==> src/rtl/tlp_pkg.sv <==
// Shared constants for the TLP lane FIFOs and the downstream flow-control FSM.
package tlp_pkg;

    localparam int TLP_DATA_W    = 10;
    localparam int TLP_ADDR_W    = 3;
    localparam int TLP_DEPTH     = 2 ** TLP_ADDR_W;
    localparam int TLP_PAUSE_DEF = 6;
    localparam int TLP_CONT_DEF  = 2;
    localparam int TLP_NUM_LANES = 4;

endpackage

==> src/rtl/fifo_mem_2p.sv <==
// Register-array storage with one write port and one registered read port.
module fifo_mem_2p #(
    parameter int DATA_W = 10,
    parameter int ADDR_W = 3
) (
    input  logic              clk,
    input  logic              reset,
    input  logic              clr,
    input  logic              we,
    input  logic [ADDR_W-1:0] waddr,
    input  logic [DATA_W-1:0] wdata,
    input  logic              re,
    input  logic [ADDR_W-1:0] raddr,
    output logic [DATA_W-1:0] rdata
);

    localparam int DEPTH = 2 ** ADDR_W;

    logic [DATA_W-1:0] mem_reg [DEPTH];
    logic [DATA_W-1:0] rdata_reg;

    // Array is deliberately left without reset so it can map onto plain storage.
    always_ff @(posedge clk) begin
        if (we)
            mem_reg[waddr] <= wdata;
    end

    always_ff @(posedge clk or posedge reset) begin
        if (reset)
            rdata_reg <= '0;
        else if (clr)
            rdata_reg <= '0;
        else if (re)
            rdata_reg <= mem_reg[raddr];
    end

    assign rdata = rdata_reg;

endmodule

==> src/rtl/fifo_flow_ctrl.sv <==
// Single-lane TLP FIFO with watermark-driven pause/continue and sticky overflow flag.
module fifo_flow_ctrl
    import tlp_pkg::*;
#(
    parameter int DATA_W    = TLP_DATA_W,
    parameter int ADDR_W    = TLP_ADDR_W,
    parameter int PAUSE_DEF = TLP_PAUSE_DEF,
    parameter int CONT_DEF  = TLP_CONT_DEF
) (
    input  logic              clk,
    input  logic              reset,
    input  logic              init,
    input  logic [ADDR_W:0]   umbral_alto,
    input  logic [ADDR_W:0]   umbral_bajo,
    input  logic              wr_en,
    input  logic [DATA_W-1:0] data_in,
    input  logic              rd_en,
    output logic [DATA_W-1:0] data_out,
    output logic              valid_out,
    output logic              fifo_pause,
    output logic              fifo_continue,
    output logic              fifo_empty,
    output logic              fifo_full,
    output logic              fifo_error
);

    localparam logic [ADDR_W:0] DEPTH_C = (ADDR_W+1)'(2 ** ADDR_W);
    localparam logic [ADDR_W:0] HI_DEF  = (ADDR_W+1)'(PAUSE_DEF);
    localparam logic [ADDR_W:0] LO_DEF  = (ADDR_W+1)'(CONT_DEF);

    logic [ADDR_W-1:0] wr_ptr_reg;
    logic [ADDR_W-1:0] rd_ptr_reg;
    logic [ADDR_W:0]   count_reg;
    logic [ADDR_W:0]   count_next;
    logic [ADDR_W:0]   hi_mark_reg;
    logic [ADDR_W:0]   lo_mark_reg;
    logic              valid_reg;
    logic              error_reg;

    logic rd_acc;
    logic wr_acc;
    logic overflow;

    // A full FIFO still accepts a write when a read frees the slot on the same edge.
    assign rd_acc   = rd_en && (count_reg != '0) && !init;
    assign wr_acc   = wr_en && ((count_reg != DEPTH_C) || rd_acc) && !init;
    assign overflow = wr_en && (count_reg == DEPTH_C) && !rd_acc && !init;

    always_comb begin
        count_next = count_reg;
        case ({wr_acc, rd_acc})
            2'b10:   count_next = count_reg + 1'b1;
            2'b01:   count_next = count_reg - 1'b1;
            default: count_next = count_reg;
        endcase
    end

    always_ff @(posedge clk or posedge reset) begin
        if (reset) begin
            wr_ptr_reg  <= '0;
            rd_ptr_reg  <= '0;
            count_reg   <= '0;
            valid_reg   <= 1'b0;
            error_reg   <= 1'b0;
            hi_mark_reg <= HI_DEF;
            lo_mark_reg <= LO_DEF;
        end else if (init) begin
            wr_ptr_reg  <= '0;
            rd_ptr_reg  <= '0;
            count_reg   <= '0;
            valid_reg   <= 1'b0;
            error_reg   <= 1'b0;
            hi_mark_reg <= umbral_alto;
            lo_mark_reg <= umbral_bajo;
        end else begin
            if (wr_acc)
                wr_ptr_reg <= wr_ptr_reg + 1'b1;
            if (rd_acc)
                rd_ptr_reg <= rd_ptr_reg + 1'b1;
            count_reg <= count_next;
            valid_reg <= rd_acc;
            if (overflow)
                error_reg <= 1'b1;
        end
    end

    fifo_mem_2p #(
        .DATA_W(DATA_W),
        .ADDR_W(ADDR_W)
    ) u_mem (
        .clk  (clk),
        .reset(reset),
        .clr  (init),
        .we   (wr_acc),
        .waddr(wr_ptr_reg),
        .wdata(data_in),
        .re   (rd_acc),
        .raddr(rd_ptr_reg),
        .rdata(data_out)
    );

    // Flags decode registered state only, so they are stable for the whole cycle.
    assign valid_out     = valid_reg;
    assign fifo_error    = error_reg;
    assign fifo_empty    = (count_reg == '0);
    assign fifo_full     = (count_reg == DEPTH_C);
    assign fifo_pause    = (count_reg >= hi_mark_reg);
    assign fifo_continue = (count_reg <= lo_mark_reg);

endmodule

==> config.mk <==
export PLATFORM = sky130hd
export DESIGN_NAME = fifo_flow_ctrl
export DESIGN_NICKNAME = d
export VERILOG_FILES = /design/src/rtl/tlp_pkg.sv /design/src/rtl/fifo_mem_2p.sv /design/src/rtl/fifo_flow_ctrl.sv
export SDC_FILE = /design/constraint.sdc
export NUM_CORES = 1
export LEC_CHECK = 0
export CAP_MARGIN = 20
export CORE_MARGIN = 2
export CORE_UTILIZATION = 35
export DETAILED_ROUTE_END_ITERATION = 6
export REMOVE_ABC_BUFFERS = 1
export SYNTH_ARGS = -nofsm -noshare
export SYNTH_HDL_FRONTEND = slang
export SYNTH_SLANG_ARGS = --single-unit
==> constraint.sdc <==
create_clock -name clk -period 3.1 [get_ports clk]
set_clock_uncertainty 0.2 [all_clocks]
set_input_delay 0.62 -clock clk [delete_from_list [all_inputs] [get_ports clk]]
set_output_delay 0.62 -clock clk [all_outputs]
set_load 0.01 [all_outputs]
==> out/results.tsv <==
stage	metric	value	unit
cts	hold_buffers	0	
power	ir_drop	279	uV
cells_and_area	final_nets	376	
synth	syn_avg_cell_area	16.4	um^2
worst_setup_path	crit_type	register to output port	
cts	worstSkewPairLatency	340	ps
power	p_int	2970	uW
synth	yosysWarnings	0	
cts	numCtsBuffers	9	
sta	finalHoldViolCount	0	
detailed_routing	via_count	2535	
sta	final_max_slew_viol_count	0	
synth	synth.cell_area	4670	um^2
power	p_leak	0.00199	uW
worst_setup_path	cp.required	2280	ps
floorplanning	die_w	120	um
floorplanning	io_pins	39	
sta	fin_crit_sh	96.7	%
synth	synth-edff-count	80	
worst_hold_path	min_path_cells	2	
place	placed_cell_area	5350	um^2
worst_setup_path	r2r_slack	330	ps
worst_setup_path	worstSetupStartpointType	register	
synth	synth_common_cells	80 x edfxtp_1, 27 x dfrtp_1, 21 x nor2_1	
floorplanning	fp-row-count	42	
synth	syn_inst	285	
cells_and_area	largest_reg_flops	80	
worst_setup_path	path_cells	inv_1 > ha_1 > nand2b_1 > a21o_1 > a21o_1 > a21o_1 > clkdlybuf4s50_1	
power	p_switching	1210	uW
detailed_routing	drc	0	
cts	cts_buffer_depth	2	
worst_hold_path	worst_hold_startpoint	lo_mark_reg[1]	
worst_setup_path	worst_r2r_path_depth	9	
global_route	antenna_found_initial	0	
synth	synth_async_sr_flop_share	27.3	%
floorplanning	start_util	35.6	%
detailed_routing	postRouteAntennaNets	0	
sta	max_clock_freq	334	MHz
synth	ys_top_cells_by_area	edfxtp_1 51%, dfrtp_1 14%, mux4_2 9.6%	
worst_hold_path	whs_endpoint	lo_mark_reg[1]	
detailed_routing	wirelength	9020	um
sta	slew_headroom	50.5	%
cells_and_area	areaGrowthSynthToFinish	21.0	%
worst_setup_path	rr_startpoint	count_reg[0]	
worst_setup_path	end_kind	output port	
place	dp_cells	505	
place	dp_hpwl	5580	um
worst_setup_path	crit_path_frequent_cell	a21o_1	
cells_and_area	final_cells	521	
run_status	outcome	finished clean	
synth	ys_seq_area_share	67.6	%
cts	clock-sinks	110	
floorplanning	core-area	13100	um^2
cts	path_clk_slew	70	ps
worst_setup_path	r2r-end	count_reg[3]	
cells_and_area	stdcell_area	5650	um^2
cells_and_area	drive_above_1_share	20.6	%
floorplanning	dieArea	14300	um^2
synth	ys_ff_latch	110	
synth	synthFlopType	edfxtp_1	
place	pre_cts_ws	148	ps
synth	ys_types	38	
power	power.density	740	nW/um^2
sta	worst_slew_pin_slew	742	ps
sta	setup_viol	0	
cts	cts_resized	1	
synth	yosys.area.top_type_share	51.4	%
detailed_routing	routedWlPerCell	17.3	um
synth	synth_top_cell_by_area	edfxtp_1	
sta	final.min_clock_period	3000	ps
sta	setup_ws	103	ps
detailed_routing	via_per_inst	4.87	
worst_setup_path	slowest_delay	470	ps
place	port_buffers	38	
cts	root_buffer	clkbuf_16	
worst_hold_path	hp-class	register to register	
detailed_routing	drt_iter0_markers	132	
worst_setup_path	crit_path_max_fanout	2	
global_route	grt_pass1_vias	2662	
flow_run	maxCapViolCount	0	
power	p_comb_share	29.5	%
cts	cts_tree	built	
floorplanning	die_h	120	um
global_route	grt_first_pass_wirelength	14700	um
global_route	grt_max_degree	37	
power	swShare	28.9	%
place	gp_congestion	0.770	
synth	yosysMostFrequentCell	edfxtp_1	
power	clkPwrFrac	28.1	%
global_route	grt_overflow	0	
cts	htree_levels	3	
global_route	grt.total_usage	13.7	%
worst_setup_path	crit_path_top_delay_cell	clkdlybuf4s50_1	
cts	post_cts_buffers	0	
power	seqPwrFrac	42.4	%
detailed_routing	firstDrtPassIters	4	
sta	final.setup.tns	0	ps
worst_setup_path	critical_path_arrival	2180	ps
cells_and_area	diodes	0	
sta	grt_setup_unrepaired	false	
[placed cells by master (no fill, tap or decap), drive strengths merged, types with 13 or more instances in the layout]
| cell type | count |
|---|---|
| edfxtp | 80 |
| buf | 21 |
| nand2 | 14 |
| inv | 16 |
| dfrtp | 27 |
| clkdlybuf4s50 | 37 |
| mux4 | 20 |
| a211oi | 13 |
| nor2 | 21 |
[power by group through the flow]
stage          sequential (uW)  clock [uW]  combinational, uW
2_1_floorplan             1920           0                658
3_3_place_gp              1800           0               1240
3_5_place_dp              1810           0               1260
4_1_cts                   1780        1210               1260
5_1_grt                   1790        1260               1370
6_report                  1770        1180               1230
[worst max path at each step]
stage	start	to	slack, ps
floorplan	count_reg[1]	count_reg[3]	400
global placement	rd_en	count_reg[3]	240
detailed placement	rd_en	count_reg[3]	150
CTS	count_reg[0]	fifo_pause	70
global route	count_reg[0]	fifo_pause	20
finish	count_reg[0]	fifo_pause	100
[cells by family after synthesis]
| family | after synthesis | share of synthesized area [%] |
|---|---|---|
| muxes | 32 | 12.3 |
| xor gates and xnor gates | 6 | 1.12 |
| buffers and inverters | 27 | 3.05 |
| DFF | 110 | 67.6 |
| adders and majority gates | 13 | 3.64 |
| AOI/OAI and AO/OA | 42 | 6.75 |
| and+or+nand+nor | 55 | 5.60 |
[per-stage QoR]
step,utilization (%),hold slack (ps),power (uW)
3_3_place_gp,40.7,280,3050
6_report,43.0,292,4180
5_1_grt,43.0,327,4430
4_1_cts,43.0,298,4250
2_1_floorplan,-,263,2580
3_5_place_dp,40.7,287,3070
[metal layers]
layer  track usage [%]  wire, um  up-vias
li1                  -         -     1205
met3              2.23       245        9
met5                 0         0        -
met1              17.9      4100     1284
met2              22.7      4520       37
met4              5.96       153        0
[worst max-delay path, delay by kind of cell (launching register included)]
kind / cells / cell delay [ps]
buffers and inverters: 2 / 570
AOI/OAI and AO/OA: 3 / 530
DFF: 1 / 380
and+or+nand+nor: 1 / 140
adders and majority gates: 1 / 230
[layout make-up]
cell class	count	area (um^2)
clock buffers	9	225
repair buffers	59	537
well taps	176	220
flip-flops and latches	110	3160
inverters	12	45.0
fillers	1222	7480
clock inverters	7	78.8
multi-input cells	148	1390
No activity file was read; power rests on OpenSTA's default activity.
